===== src/rtl/trigger_ack_ctrl_if.sv =====
// Trigger handshake and readout-window signals shared between the TLU slave core,
// the readout logic and trigger_ack_ctrl.
interface trigger_ack_ctrl_if;
  logic trigger_accepted_flag;
  logic trigger_acknowledge;
  logic readout_busy;
  logic readout_start;
  logic window;

  modport master (
    output trigger_accepted_flag,
    output readout_busy,
    input  trigger_acknowledge,
    input  readout_start,
    input  window
  );

  modport slave (
    input  trigger_accepted_flag,
    input  readout_busy,
    output trigger_acknowledge,
    output readout_start,
    output window
  );
endinterface


===== src/rtl/trigger_ack_ctrl.sv =====
// Trigger-domain sequencer: accepted flag -> delayed readout window -> wait for readout
// idle -> one-cycle acknowledge, plus trigger and error statistics.
//
// state    | meaning
// S_IDLE   | ready for the next accepted trigger
// S_DELAY  | counting down the latched delay
// S_WINDOW | readout window open for the latched length
// S_WAIT   | holding the acknowledge until readout is idle
// S_ACK    | acknowledge pulse to the TLU slave core
module trigger_ack_ctrl #(
  parameter int DELAY_WIDTH  = 8,
  parameter int LENGTH_WIDTH = 16,
  parameter int CNT_WIDTH    = 32
) (
  input  logic                    trigger_clk,
  input  logic                    reset_n,
  input  logic                    enable,
  input  logic                    clear,
  input  logic [DELAY_WIDTH-1:0]  delay,
  input  logic [LENGTH_WIDTH-1:0] length,
  output logic                    busy,
  output logic [CNT_WIDTH-1:0]    trigger_cnt,
  output logic [7:0]              error_cnt,
  trigger_ack_ctrl_if.slave       tlu
);

  localparam int TW = (DELAY_WIDTH > LENGTH_WIDTH) ? DELAY_WIDTH : LENGTH_WIDTH;

  typedef enum logic [2:0] {S_IDLE, S_DELAY, S_WINDOW, S_WAIT, S_ACK} state_t;

  state_t                  state_q, state_d;
  logic [TW-1:0]           timer_q, timer_d;
  logic [LENGTH_WIDTH-1:0] len_q, len_d;
  logic [CNT_WIDTH-1:0]    trig_cnt_q, trig_cnt_d;
  logic [7:0]              err_cnt_q, err_cnt_d;
  logic                    busy_q, busy_d;
  logic                    window_q, window_d;
  logic                    start_q, start_d;
  logic                    ack_q, ack_d;
  logic                    accept, stray;

  // A zero length still opens a single-cycle window.
  function automatic logic [TW-1:0] len_minus1(input logic [LENGTH_WIDTH-1:0] l);
    return (l == '0) ? '0 : (TW'(l) - TW'(1));
  endfunction

  always_ff @(posedge trigger_clk or negedge reset_n) begin
    if (!reset_n) begin
      state_q    <= S_IDLE;
      timer_q    <= '0;
      len_q      <= '0;
      trig_cnt_q <= '0;
      err_cnt_q  <= '0;
      busy_q     <= 1'b0;
      window_q   <= 1'b0;
      start_q    <= 1'b0;
      ack_q      <= 1'b0;
    end else begin
      state_q    <= state_d;
      timer_q    <= timer_d;
      len_q      <= len_d;
      trig_cnt_q <= trig_cnt_d;
      err_cnt_q  <= err_cnt_d;
      busy_q     <= busy_d;
      window_q   <= window_d;
      start_q    <= start_d;
      ack_q      <= ack_d;
    end
  end

  always_comb begin
    state_d = state_q;
    timer_d = timer_q;
    len_d   = len_q;
    accept  = tlu.trigger_accepted_flag && enable && (state_q == S_IDLE);
    stray   = tlu.trigger_accepted_flag && (state_q != S_IDLE);

    case (state_q)
      S_IDLE: begin
        if (accept) begin
          len_d = length;
          if (delay != '0) begin
            state_d = S_DELAY;
            timer_d = TW'(delay) - TW'(1);
          end else begin
            state_d = S_WINDOW;
            timer_d = len_minus1(length);
          end
        end
      end
      S_DELAY: begin
        if (timer_q == '0) begin
          state_d = S_WINDOW;
          timer_d = len_minus1(len_q);
        end else begin
          timer_d = timer_q - TW'(1);
        end
      end
      S_WINDOW: begin
        if (timer_q == '0) state_d = S_WAIT;
        else               timer_d = timer_q - TW'(1);
      end
      S_WAIT:  if (!tlu.readout_busy) state_d = S_ACK;
      S_ACK:   state_d = S_IDLE;
      default: state_d = S_IDLE;
    endcase

    // Outputs are registered from the next state so they line up with it.
    busy_d   = (state_d != S_IDLE);
    window_d = (state_d == S_WINDOW);
    start_d  = (state_d == S_WINDOW) && (state_q != S_WINDOW);
    ack_d    = (state_d == S_ACK);

    if (clear)       trig_cnt_d = '0;
    else if (accept) trig_cnt_d = trig_cnt_q + CNT_WIDTH'(1);
    else             trig_cnt_d = trig_cnt_q;

    if (clear)                              err_cnt_d = '0;
    else if (stray && (err_cnt_q != 8'hff)) err_cnt_d = err_cnt_q + 8'd1;
    else                                    err_cnt_d = err_cnt_q;
  end

  assign busy                    = busy_q;
  assign trigger_cnt             = trig_cnt_q;
  assign error_cnt               = err_cnt_q;
  assign tlu.window              = window_q;
  assign tlu.readout_start       = start_q;
  assign tlu.trigger_acknowledge = ack_q;

endmodule


===== src/flat_wrapper.sv =====
// flat-port wrapper written by rule: the top's interface ports become plain ports
module trigger_ack_ctrl_flat 
#(
  parameter int DELAY_WIDTH  = 8,
  parameter int LENGTH_WIDTH = 16,
  parameter int CNT_WIDTH    = 32
)
  (trigger_clk, reset_n, enable, clear, delay, length, busy, trigger_cnt, error_cnt, tlu_trigger_accepted_flag, tlu_readout_busy, tlu_trigger_acknowledge, tlu_readout_start, tlu_window);
  trigger_ack_ctrl_if tlu_i ();
  input  logic trigger_clk;
  input  logic reset_n;
  input  logic enable;
  input  logic clear;
  input  logic [DELAY_WIDTH-1:0] delay;
  input  logic [LENGTH_WIDTH-1:0] length;
  output logic busy;
  output logic [CNT_WIDTH-1:0] trigger_cnt;
  output logic [7:0] error_cnt;
  input wire logic [$bits(tlu_i.trigger_accepted_flag)-1:0] tlu_trigger_accepted_flag;
  input wire logic [$bits(tlu_i.readout_busy)-1:0] tlu_readout_busy;
  output wire logic [$bits(tlu_i.trigger_acknowledge)-1:0] tlu_trigger_acknowledge;
  output wire logic [$bits(tlu_i.readout_start)-1:0] tlu_readout_start;
  output wire logic [$bits(tlu_i.window)-1:0] tlu_window;
  assign tlu_i.trigger_accepted_flag = tlu_trigger_accepted_flag;
  assign tlu_i.readout_busy = tlu_readout_busy;
  assign tlu_trigger_acknowledge = tlu_i.trigger_acknowledge;
  assign tlu_readout_start = tlu_i.readout_start;
  assign tlu_window = tlu_i.window;
  trigger_ack_ctrl #(.DELAY_WIDTH(DELAY_WIDTH), .LENGTH_WIDTH(LENGTH_WIDTH), .CNT_WIDTH(CNT_WIDTH)) u_core (.trigger_clk(trigger_clk), .reset_n(reset_n), .enable(enable), .clear(clear), .delay(delay), .length(length), .busy(busy), .trigger_cnt(trigger_cnt), .error_cnt(error_cnt), .tlu(tlu_i));
endmodule

===== config.mk =====
export PLATFORM = sky130hd
export DESIGN_NAME = trigger_ack_ctrl_flat
export DESIGN_NICKNAME = d
export VERILOG_FILES = /design/src/rtl/trigger_ack_ctrl_if.sv /design/src/rtl/trigger_ack_ctrl.sv /design/src/flat_wrapper.sv
export SDC_FILE = /design/constraint.sdc
export NUM_CORES = 1
export LEC_CHECK = 0
export CORE_ASPECT_RATIO = 1.5
export CORE_MARGIN = 5
export CORE_UTILIZATION = 50
export CTS_BUF_LIST = sky130_fd_sc_hd__clkbuf_4 sky130_fd_sc_hd__clkbuf_8 sky130_fd_sc_hd__clkbuf_16
export CTS_CLUSTER_SIZE = 12
export DETAILED_ROUTE_END_ITERATION = 8
export GPL_TIMING_DRIVEN = 0
export PLACE_DENSITY = 0.71
export SETUP_SLACK_MARGIN = 0.3
export SYNTH_ARGS = -nofsm -noshare
export SYNTH_HDL_FRONTEND = slang
export SYNTH_SLANG_ARGS = --single-unit

===== constraint.sdc =====
create_clock -name trigger_clk -period 4.1 [get_ports trigger_clk]
set_input_delay 1.23 -clock trigger_clk [delete_from_list [all_inputs] [get_ports trigger_clk]]
set_output_delay 1.23 -clock trigger_clk [all_outputs]
set_load 0.05 [all_outputs]

==> results_dict.tcl, run 1 <==
set metrics [dict create \
    status "finished clean" \
    antenna_cells 0 \
    fin_nets 656 \
    routedWlPerCell_um 18.4 \
    grt_pass1_vias 4408 \
    regArea_um2 1980 \
    path_clk_slew_ps 60 \
    crit_start "length[0]" \
    post-route-period-util_pct 89.8 \
    p_leak_uw 0.00238 \
    overflow 0 \
    slew_headroom_pct 44.7 \
    boundaryPins 74 \
    grt_setup_unrepaired "yes" \
    syn-num-nets 569 \
    design_area_um2 6120 \
    hold_path_class "flip-flop to flip-flop" \
    yosysWarnings 0 \
    synthToLayoutAreaGrowth_pct 25.4 \
    root_buffer "clkbuf_16" \
    drv_cap 0 \
    tns_ps 0 \
    cts_tree "yes" \
    p_per_area_nw_per_um2 507 \
    finalCoreUtilization_pct 63.5 \
    worstPathMaxFanout 6 \
    setup_viol 0 \
    cp-endpoint "u_core.timer_q[1]$_DFFE_PN0P_" \
    dpl_cell_area_um2 5770 \
    wl_met3_um 650 \
    die_w_um 90.7 \
    viasPerCell 6.02 \
    dominantRegCellSynth "dfrtp_1" \
    vdd_drop_max_v 0.000294 \
    layout-drive-gt1-share_pct 9.63 \
    reg2reg_to "u_core.timer_q[3]$_DFFE_PN0P_" \
    place_hpwl_um 10300 \
    fin_crit_ps 3680 \
    ys_ff_latch 79 \
    rrSetupSlack_ps 1220 \
    dieArea_um2 11900 \
    hold_viol 0 \
    multi_input_area_um2 2790 \
    cp_data_arrival_time_ps 3870 \
    m1WireLength_um 5360 \
    grt_antenna_before_repair 0 \
    drc 0 \
    gp_congestion 0.965 \
    tightest_slew_ps 822 \
    fin_hold_ws_ps 566 \
    wl_um 13600 \
    grt_pass1_wl_um 22300 \
    cts_inserted_buffers 9 \
    synthArstFlopShare_pct 100 \
    initial_core_util_pct 50.6 \
    place.port_buffers 72 \
    wl_met2_um 7020 \
    drt_iter0_drc 300 \
    postSynthAreaPerCell_um2 9.17 \
    postSynthCellCount 532 \
    fill_cells 796 \
    core_um2 9630 \
    worstPathRequired_ps 4290 \
    grt_usage_pct 23.2 \
    topRoutingLayerUsed "met4" \
    vias 4441 \
    r2r_cells 8 \
    synth.distinct_cells 59 \
    netlist_area_um2 4880 \
    drtAntennaViolNets 0 \
    critPathKind "input port to flip-flop" \
    num_rows 44 \
    cts.path.max_buffers 2 \
    clk_latency_ps 330 \
    htreeDepth 3 \
    die_h_um 131 \
    grt_max_degree 66 \
    max_freq_ghz 0.272 \
    clock_sinks 79 \
    synth-edff-count 0 \
    r2r-start "u_core.timer_q[0]$_DFFE_PN0P_" \
    firstDrtPassIters 4 \
    crit_path_end_kind "flip-flop" \
    slew_violations 0 \
    startpoint_type "input port" \
    skew_ps 6.78 \
    synth_seq_area_share_pct 40.5 \
]
## cells by family after synthesis
kind of cell    after synthesis  synth area share, %
flops                        79                 40.5
buf+inv                      33                 2.64
compound gates               95                 13.1
mux                          17                 3.85
simple gates                233                 25.9
xor+xnor                     68                 12.2
fa+ha+maj                     7                 1.79
## cell type report
class                      instances  area share [%]
inverter                          14           0.859
timing repair buffer              75            12.4
tap                              115            2.35
multi-input combinational        421            45.7
buffer                            19            1.27
sequential                        79            32.3
clock inverter                     6            1.41
clock buffer                       9            3.68
## registers in the layout, summed over array words and instances (netlist names), 3 cells and up
| signal | flops |
|---|---|
| u_core.len_q | 16 |
| u_core.timer_q | 16 |
| u_core.trigger_cnt | 32 |
| u_core.error_cnt | 8 |
| u_core.state_q | 3 |
## synth_stat cells (5+ instances only)
cell	count	share of area, %
dfrtp_1	79	41
nor2_1	66	5.1
nand2_1	38	2.9
xnor2_1	34	6.1
xor2_1	34	6.1
o21ai_0	25	2.6
a21oi_1	22	2.3
nand3_1	20	2.1
nor3_1	16	1.6
nor4_1	15	1.9
clkbuf_1	14	1.1
inv_1	14	1.1
mux2_2	14	3.2
or3_1	14	1.8
or4_1	10	1.5
nand4_1	9	1.2
and4_1	7	1.3
ha_1	7	1.8
o31ai_1	7	1.1
a211oi_1	5	0.77
a31oi_1	5	0.64
and2_1	5	0.64
and3_1	5	0.64
or2_2	5	0.64
## critical path, cell delays in order
cell,delay [ps]
clkdlybuf4s50_1,520
inv_1,100
ha_1,180
or3b_2,450
clkbuf_1,210
or3_4,420
o21ai_4,230
o221ai_1,210
o311ai_0,160
o21ai_0,150
## routing by layer
metal / up-vias / global-route usage [%]
met5: - / 0
met4: 0 / 11.7
met3: 41 / 4.01
met2: 142 / 41.9
met1: 2158 / 26.3
li1: 2100 / -
## cells in the final DEF (no fill, tap or decap), drive strengths merged, types with 4 or more instances in the layout
cell           Yosys  routed
buf                5       9
clkbuf            14      23
a21oi             22      22
a211oi             5       5
o31ai              7       7
nand2             38      38
and3               5       5
nor2              67      67
mux2              14      14
o21ai             28      29
or2                5       5
dfrtp             79      79
nand4              9       9
inv               14      14
ha                 7       7
clkdlybuf4s50      0      71
or4               12      12
and4               7       7
nand3             20      20
and2               5       5
xnor2             34      34
o22ai              4       4
nor3              17      17
or3               17      17
nor4              18      18
a31oi              5       5
xor2              34      34
a221oi             4       4
nor2b              4       4
## worst min-delay path by stage
stage / start / end / slack, ps / depth (start not counted)
after floorplan: u_core.timer_q[14]$_DFFE_PN0P_ / u_core.timer_q[14]$_DFFE_PN0P_ / 510 / 2
after global placement: u_core.trigger_cnt[16]$_DFFE_PN0P_ / u_core.trigger_cnt[16]$_DFFE_PN0P_ / 540 / 2
after detailed placement: u_core.trigger_cnt[16]$_DFFE_PN0P_ / u_core.trigger_cnt[16]$_DFFE_PN0P_ / 550 / 2
after CTS: u_core.len_q[12]$_DFFE_PN0P_ / u_core.len_q[12]$_DFFE_PN0P_ / 570 / 1
after global routing: u_core.timer_q[14]$_DFFE_PN0P_ / u_core.timer_q[14]$_DFFE_PN0P_ / 580 / 2
final: u_core.len_q[15]$_DFFE_PN0P_ / u_core.len_q[15]$_DFFE_PN0P_ / 570 / 1
## power by group
group,internal [uW],switching (uW),leakage (uW),total (uW)
Sequential,956,221,0.00104,1180
Clock,528,315,0.000151,843
Combinational,466,614,0.00120,1080
## metrics by stage
step	setup slack, ps	std cells	total power [uW]
floorplan	929	532	1900
global placement	-1050	719	2220
detailed placement	10.7	720	2250
CTS	369	735	3100
global route	248	738	3280
finish	419	738	3100
## repair_timing
item                                    4_1_cts  5_1_grt
hold buffers                                  0        0
gates resized for setup                       0        4
endpoints found under the setup margin        0       10
buffers inserted                              0        2
Note: power is estimated with default switching activity, not from simulation.
==> run 2: changes to the inputs <==
Settings changed: TNS_END_PERCENT set to 50.
==> run 2 against run 1 <==
Net effect: die area unchanged; register-to-register slack about the same; maximum frequency about the same; clock power about the same; clock skew about the same; combinational power about the same; power decreased by 0.12%; non-clock buffer count unchanged; final area about the same; first-iteration DRC count unchanged; worst setup slack improved by 2.1 ps; via count about the same; largest cell class unchanged.
==> results_dict.tcl, run 2 (synthesis results as in run 1) <==
set metrics [dict create \
    p_leak_uw 0.00238 \
    htreeDepth 3 \
    fin_nets 656 \
    synthToLayoutAreaGrowth_pct 25.3 \
    p_per_area_nw_per_um2 506 \
    boundaryPins 74 \
    vdd_drop_max_v 0.000294 \
    grt_pass1_vias 4408 \
    grt_usage_pct 23.2 \
    critPathKind "input port to flip-flop" \
    path_clk_slew_ps 60 \
    dpl_cell_area_um2 5770 \
    die_h_um 131 \
    hold_path_class "flip-flop to flip-flop" \
    post-route-period-util_pct 89.7 \
    cp_data_arrival_time_ps 3930 \
    pwr-share-seq_pct 38.0 \
    layout_commonest_cell "dfrtp_1" \
    grt_pass1_wl_um 22300 \
    slew_violations 0 \
    switching_power_uw 1150 \
    fin_crit_ps 3680 \
    drc 0 \
    grt_max_degree 66 \
    place_hpwl_um 10300 \
    clkPwrFrac_pct 27.2 \
    viasPerCell 6.02 \
    drtAntennaViolNets 0 \
    p_comb_share_pct 34.8 \
    largest_reg_flops 32 \
    max_freq_ghz 0.272 \
    vias 4445 \
    gp_congestion 0.965 \
    cts.path.max_buffers 2 \
    holdPathStages 1 \
    overflow 0 \
    crit_path_end_kind "flip-flop" \
    layout-drive-gt1-share_pct 9.47 \
    antenna_cells 0 \
    die_w_um 90.7 \
    grt_setup_unrepaired "yes" \
    cts_inserted_buffers 9 \
    drt_iter0_drc 300 \
    dieArea_um2 11900 \
    place.port_buffers 72 \
    tightest_slew_ps 822 \
    pre_cts_ws_ps 10.7 \
    slew_headroom_pct 44.7 \
    hold_viol 0 \
    clock_sinks 79 \
    r2r_cells 8 \
    drv_cap 0 \
    grt_antenna_before_repair 0 \
    worstPathMaxFanout 8 \
    design_area_um2 6120 \
    root_buffer "clkbuf_16" \
    setup_viol 0 \
    initial_core_util_pct 50.6 \
    core_um2 9630 \
    layout_setup_ws_ps 421 \
    startpoint_type "input port" \
    power.internal_uw 1950 \
    cts_tree "yes" \
    rrSetupSlack_ps 1220 \
    final_cell_mix "dfrtp_1 (79), clkdlybuf4s50_1 (71), nor2_1 (66), nand2_1 (38)" \
    wl_um 13600 \
    tns_ps 0 \
    firstDrtPassIters 4 \
    worstPathRequired_ps 4350 \
    fin_hold_ws_ps 566 \
    skew_ps 7.13 \
    clk_latency_ps 330 \
    status "finished clean" \
    swShare_pct 37.0 \
    hold_buffers 0 \
    num_rows 44 \
    routedWlPerCell_um 18.4 \
]
## run 2: cell counts in the layout (fill, tap and decap cells not counted)
No cell type changed its count.
## run 2: layout make-up
type	count	area (um^2)
fill	795	3520
clock buffer	9	225
tap	115	144
multi-input combinational	421	2790
buffer	19	76.3
sequential	79	1980
clock inverter	6	86.3
timing repair buffer	75	761
inverter	14	52.6
## run 2: path summary, 6_finish.rpt
check	start	endpoint
hold / removal	u_core.len_q[15]$_DFFE_PN0P_	u_core.len_q[15]$_DFFE_PN0P_
min in group asynchronous	reset_n	u_core.len_q[3]$_DFFE_PN0P_
setup reg to reg	u_core.timer_q[0]$_DFFE_PN0P_	u_core.timer_q[3]$_DFFE_PN0P_
hold reg to reg	u_core.len_q[15]$_DFFE_PN0P_	u_core.len_q[15]$_DFFE_PN0P_
setup / recovery	delay[0]	u_core.timer_q[15]$_DFFE_PN0P_
max in group asynchronous	reset_n	u_core.tlu.readout_start$_DFF_PN0_
## run 2: metrics by stage
step,utilization (%),total power [uW],cells
after floorplan,-,1900,532
after global placement,59.6,2220,719
after detailed placement,59.9,2250,720
after CTS,63.1,3100,735
after global routing,63.5,3280,738
final,63.5,3100,738
## run 2: per-layer routing
metal	track usage, %	share of wire (%)	vias to the layer above
met5	0	0	-
met4	11.7	4.1	0
met3	4.01	4.7	39
met2	41.9	52	152
met1	26.3	39	2151
li1	-	-	2103
## run 2: power by group through the flow
stage / clock (uW) / combinational (uW) / sequential (uW)
2_1_floorplan: 0 / 743 / 1160
3_3_place_gp: 0 / 1050 / 1170
3_5_place_dp: 0 / 1070 / 1180
4_1_cts: 864 / 1070 / 1170
5_1_grt: 892 / 1190 / 1200
6_report: 842 / 1080 / 1180
## run 2: critical path: stages
cell and delay, ps:
clkdlybuf4s50_1 490, inv_1 120, ha_1 210, nor4b_2 330, and2_1 180, clkbuf_1 450
o21ai_2 250, buf_4 190, o32a_1 330, a31oi_1 160
## run 2: repair_timing
item,in CTS,in global routing
resized for setup,0,2
endpoints found under the setup margin,0,10
buffers inserted,0,2
hold endpoints to repair,0,0
